==> config.mk <==
export PLATFORM = sky130hd
export DESIGN_NAME = uart_rx
export DESIGN_NICKNAME = d
export VERILOG_FILES = /design/src/rtl/uart_rx.sv
export SDC_FILE = /design/constraint.sdc
export NUM_CORES = 1
export LEC_CHECK = 0
export BUFFER_PORTS_ARGS = -buffer_cell sky130_fd_sc_hd__buf_2
export CAP_MARGIN = 15
export CORE_MARGIN = 2
export CORE_UTILIZATION = 50
export CTS_BUF_LIST = sky130_fd_sc_hd__clkbuf_4 sky130_fd_sc_hd__clkbuf_8
export DETAILED_ROUTE_END_ITERATION = 8
export PLACE_DENSITY = 0.64
export SYNTH_ARGS = -nofsm -noshare
export SYNTH_HDL_FRONTEND = slang
export SYNTH_SLANG_ARGS = --single-unit
export TNS_END_PERCENT = 1
==> constraint.sdc <==
create_clock -name clk -period 3.7 [get_ports clk]
set_clock_uncertainty 0.15 [all_clocks]
set_input_delay 0.185 -clock clk [delete_from_list [all_inputs] [get_ports clk]]
set_output_delay 0.185 -clock clk [all_outputs]
set_load 0.005 [all_outputs]
==> src/rtl/uart_rx.sv <==
// uart_rx: 8N1 UART receiver (1 start, 8 data LSB first, >=1 stop, no parity).
// The line is oversampled with clk and each bit is sampled at its centre.
// Each good byte is reported with a one-cycle rx_valid pulse. A stop bit
// sampled low gives a one-cycle rx_frame_err pulse instead.
// Optional build macro UART_RX_MAJORITY_EN: when it is defined, every
// sample decision is the 2-of-3 majority of the last three synchronised
// samples. This rejects a single-cycle glitch at the sample point.
module uart_rx #(
    parameter int BAUDRATE = 115200,
    parameter int CLK_RATE = 50000000
) (
    input  logic       clk,
    input  logic       rst_n,
    input  logic       rx,
    output logic [7:0] rx_data,
    output logic       rx_valid,
    output logic       rx_frame_err,
    output logic       rx_busy
);

    // Derived bit timing; not meant to be overridden.
    localparam int BAUD_DIV = CLK_RATE / BAUDRATE;
    localparam int HALF     = BAUD_DIV / 2;
    localparam logic [31:0] BAUD_LAST = 32'(BAUD_DIV - 1);
    localparam logic [31:0] HALF_LAST = 32'(HALF - 1);

    localparam logic [1:0] IDLE  = 2'd0;
    localparam logic [1:0] START = 2'd1;
    localparam logic [1:0] DATA  = 2'd2;
    localparam logic [1:0] STOP  = 2'd3;

    // 2-of-3 majority vote.
    function automatic logic majority3(input logic a, input logic b, input logic c);
        return (a & b) | (a & c) | (b & c);
    endfunction

    logic        rx_meta_r;
    logic        rx_sync_r;
    logic        rx_prev_r;
    logic [1:0]  state_r;
    logic [31:0] clk_cnt_r;
    logic [2:0]  bit_idx_r;
    logic [7:0]  shift_r;
    logic [7:0]  rx_data_r;
    logic        rx_valid_r;
    logic        rx_frame_err_r;
    logic        sample_bit_s;

`ifdef UART_RX_MAJORITY_EN
    logic        rx_prev2_r;

    // Extra history flop so the vote spans three consecutive samples.
    always_ff @(posedge clk or negedge rst_n) begin
        if (!rst_n) begin
            rx_prev2_r <= 1'b1;
        end else begin
            rx_prev2_r <= rx_prev_r;
        end
    end

    // Sample decision: majority of the current and two previous samples.
    always_comb begin
        sample_bit_s = 1'b1;
        sample_bit_s = majority3(rx_sync_r, rx_prev_r, rx_prev2_r);
    end
`else
    // Sample decision: the single synchronised sample.
    always_comb begin
        sample_bit_s = 1'b1;
        sample_bit_s = rx_sync_r;
    end
`endif

    // Two-flop synchroniser on the asynchronous line, plus a delay flop for edge detection.
    always_ff @(posedge clk or negedge rst_n) begin
        if (!rst_n) begin
            rx_meta_r <= 1'b1;
            rx_sync_r <= 1'b1;
            rx_prev_r <= 1'b1;
        end else begin
            rx_meta_r <= rx;
            rx_sync_r <= rx_meta_r;
            rx_prev_r <= rx_sync_r;
        end
    end

    // Frame FSM: detect start, centre-sample 8 data bits and the stop bit, strobe the result.
    always_ff @(posedge clk or negedge rst_n) begin
        if (!rst_n) begin
            state_r        <= IDLE;
            clk_cnt_r      <= 32'd0;
            bit_idx_r      <= 3'd0;
            shift_r        <= 8'd0;
            rx_data_r      <= 8'd0;
            rx_valid_r     <= 1'b0;
            rx_frame_err_r <= 1'b0;
        end else begin
            rx_valid_r     <= 1'b0;
            rx_frame_err_r <= 1'b0;
            case (state_r)
                IDLE: begin
                    // A fresh falling edge is required, so a held-low line (break) cannot retrigger.
                    if (rx_prev_r && !rx_sync_r) begin
                        state_r   <= START;
                        clk_cnt_r <= 32'd0;
                    end
                end
                START: begin
                    if (clk_cnt_r == HALF_LAST) begin
                        clk_cnt_r <= 32'd0;
                        if (!sample_bit_s) begin
                            state_r   <= DATA;
                            bit_idx_r <= 3'd0;
                        end else begin
                            // Line went high again before mid-start: treat as a glitch.
                            state_r <= IDLE;
                        end
                    end else begin
                        clk_cnt_r <= clk_cnt_r + 32'd1;
                    end
                end
                DATA: begin
                    if (clk_cnt_r == BAUD_LAST) begin
                        clk_cnt_r <= 32'd0;
                        shift_r   <= {sample_bit_s, shift_r[7:1]};
                        bit_idx_r <= bit_idx_r + 3'd1;
                        if (bit_idx_r == 3'd7) begin
                            state_r <= STOP;
                        end
                    end else begin
                        clk_cnt_r <= clk_cnt_r + 32'd1;
                    end
                end
                STOP: begin
                    // Return to IDLE at mid-stop so a start bit right after a 1-bit stop is caught.
                    if (clk_cnt_r == BAUD_LAST) begin
                        clk_cnt_r <= 32'd0;
                        state_r   <= IDLE;
                        if (sample_bit_s) begin
                            rx_data_r  <= shift_r;
                            rx_valid_r <= 1'b1;
                        end else begin
                            rx_frame_err_r <= 1'b1;
                        end
                    end else begin
                        clk_cnt_r <= clk_cnt_r + 32'd1;
                    end
                end
                default: begin
                    state_r   <= IDLE;
                    clk_cnt_r <= 32'd0;
                end
            endcase
        end
    end

    assign rx_data      = rx_data_r;
    assign rx_valid     = rx_valid_r;
    assign rx_frame_err = rx_frame_err_r;
    assign rx_busy      = (state_r != IDLE);

endmodule

==> flow_metrics.tcl <==
set metrics [dict create \
    status "finished, final reports clean" \
    setup_viol 0 \
    synth_fp_nets 339 \
    grt_pass1_vias 2558 \
    antennaDiodeCount 0 \
    rows 29 \
    synth_seq_cells 58 \
    grt_pass1_wl_microns 12500 \
    path_max_fanout 18 \
    synth_top_flop_cell "dfrtp_1" \
    die_w_microns 84.9 \
    clock-sinks 58 \
    r2r_setup_slack_ns 1.12 \
    vias_per_cell 6.15 \
    clockBufferDepth 2 \
    critical_path_required_ns 3.75 \
    synth_common_cells "55 x dfrtp_1, 41 x nand2_1, 16 x inv_1, 16 x nor2_1, 16 x o21ai_0" \
    port_buffers 13 \
    h-tree-depth 3 \
    initial_core_util_pct 51.6 \
    post-route-util_pct 57.0 \
    max_stage_delay_ns 0.42 \
    critical_path.top_delay_family "simple AND/OR/NAND/NOR gates" \
    internal_power_uw 1100 \
    synth-edff-count 0 \
    die_area_sq_um 7210 \
    synth_cell_types 60 \
    pwr-share-clk_pct 38.6 \
    synth_top_area_cell "dfrtp_1" \
    cts-buffers-inserted 9 \
    drtPass1Iterations 4 \
    yosysTopAreaCellShare_pct 42.0 \
    hold_violations 0 \
    ir_drop_uv 218 \
    stdcell_area_sq_um 3620 \
    synthToLayoutAreaGrowth_pct 10.4 \
    critPathArrivalTime_ns 2.63 \
    yosysWarningCount 0 \
    placed_cell_area_sq_um 3400 \
    max_freq_mhz 387 \
    r2r_start "clk_cnt_r[1]" \
    grt_max_degree 36 \
    synthArstFlopShare_pct 100 \
    vias 2628 \
    drive_gt1_share_pct 19.4 \
    rsz0062_at_grt "no" \
    hold_path_class "input port to asynchronous set/reset pin" \
    reg2reg_to "clk_cnt_r[10]" \
    switching_share_pct 28.4 \
    maxCapViolCount 0 \
    crit_type "register to register" \
    dieHeight_microns 84.9 \
    r2r_cells 8 \
    dpl.cell_count 409 \
    crit_path_end_kind "register" \
    finalNonFillerCells 427 \
    power.density_nw_per_um2 426 \
    wl_per_cell_microns 17.1 \
    seq_area_frac_synth_pct 44.4 \
    cts_root_buf "clkbuf_8" \
    grtUsageTotal_pct 21.9 \
    syn_inst 331 \
    seqPwrFrac_pct 48.4 \
    crit_slowest_cell "dfrtp_1" \
    detail-route-antenna-nets 0 \
    synth.avg_cell_area_sq_um 9.90 \
    switchingPower_uw 438 \
    path_cells "inv_1 > ha_1 > nand4_1 > nor4_4 > a31oi_2 > buf_4 > nor2_2 > o221ai_1" \
    ios 14 \
    path_clk_slew_ns 0.07 \
    cts_tree "done" \
    clock_latency_ns 0.34 \
    fin_nets 353 \
    netlist_area_sq_um 3280 \
    final_max_slew_viol_count 0 \
    drc_errors 0 \
    period_share_pct 69.8 \
    power_frac_comb_pct 13.1 \
    fin_crit_ns 2.58 \
    antenna_found_initial 0 \
    gp_congestion 0.827 \
    drt_iter0_drc 173 \
    p_leak_uw 0.00159 \
    slew-limit-headroom_pct 54.0 \
    wl_microns 7310 \
    dpl.hpwl_microns 5190 \
    startpoint_type "register" \
    core-area_sq_um 6350 \
    synth.most_common_cell "dfrtp_1" \
    post_cts_resized 0 \
    path_buf_inv 2 \
    overflow 0 \
    worstMarginPinSlew_ns 0.683 \
    cts_setup_buffers 0 \
    netlist_top_cells_area "dfrtp_1 42%, nand2_1 4.7%, mux2_1 2.8%" \
    fin_setup_tns_ns 0 \
]
[metal layers]
metal,global-route usage (%),routed length [microns],part of all wire (%),up-vias
met3,3.79,279,3.8,10
met4,9.67,102,1.4,0
met5,0,0,0,-
met2,35.0,3550,49,46
li1,-,-,-,1288
met1,29.3,3380,46,1284
[stage by stage]
| step | hold WS [ns] | worst slack, ns | power [uW] |
|---|---|---|---|
| floorplan | -0.261 | 1.60 | 896 |
| global placement | 0.0480 | 1.18 | 949 |
| detailed placement | 0.0498 | 1.14 | 955 |
| CTS | 0.215 | 1.13 | 1550 |
| global route | 0.216 | 0.915 | 1610 |
| finish | 0.206 | 1.12 | 1540 |
[power by group through the flow]
stage / Clock [uW] / Combinational [uW] / Sequential [uW]
detailed placement: 0 / 199 / 756
global route: 635 / 224 / 752
finish: 594 / 201 / 745
CTS: 601 / 203 / 744
floorplan: 0 / 178 / 718
global placement: 0 / 194 / 754
[cells in the final DEF (no fill, tap or decap), types with 4 or more instances in the layout]
cell,instances
and4_1,4
nor4_1,4
o311ai_1,4
o211ai_1,8
dfrtp_1,55
or3_1,4
clkbuf_8,10
inv_1,16
nand3_1,12
ha_1,5
and2_1,6
buf_2,13
o22ai_1,6
nor4_2,5
o221ai_1,6
nand4_1,13
mux2_1,8
nor3_1,7
nand2_1,41
nor2_1,16
mux2_2,8
a21oi_1,6
buf_4,5
a22oi_1,7
o21ai_0,16
[how the worst max path moves through the flow]
stage,start,endpoint,cells past startpoint
6_report,clk_cnt_r[1],clk_cnt_r[10],8
5_1_grt,clk_cnt_r[1],clk_cnt_r[10],8
4_1_cts,clk_cnt_r[1],clk_cnt_r[10],8
3_5_place_dp,clk_cnt_r[1],clk_cnt_r[10],8
3_3_place_gp,clk_cnt_r[20],clk_cnt_r[10],6
2_1_floorplan,clk_cnt_r[1],clk_cnt_r[17],9
[registers in the layout, indices dropped and copies added (netlist names), named ones only]
| name | cells |
|---|---|
| rx_prev_r | 1 |
| rx_data | 8 |
| rx_valid | 1 |
| rx_frame_err | 1 |
| rx_sync_r | 1 |
| clk_cnt_r | 32 |
| shift_r | 8 |
| bit_idx_r | 3 |
| rx_meta_r | 1 |
| state_r | 1 |
[what timing repair did]
item                                    in CTS  in global routing
endpoints found under the setup margin       0                  0
hold buffers                                 2                  0
endpoints found under the hold margin       24                  0
[final cells by class]
cell class | instances | area [sq um]
tap | 77 | 96.3
sequential | 58 | 1460
clock inverter | 3 | 40.0
multi-input combinational | 239 | 1680
inverter | 17 | 63.8
timing repair buffer | 20 | 123
clock buffer | 13 | 160
fill | 561 | 2730
[logic make-up after synthesis]
family	share of synthesized area, %
XOR/XNOR	0.267
multiplexers	6.42
flip-flops	44.4
buffers and inverters	4.85
AO/OA/AOI/OAI	19.2
AND/OR/NAND/NOR	23.0
adder cells (fa/ha/maj)	1.91
Note: power is estimated with default switching activity, not from simulation.
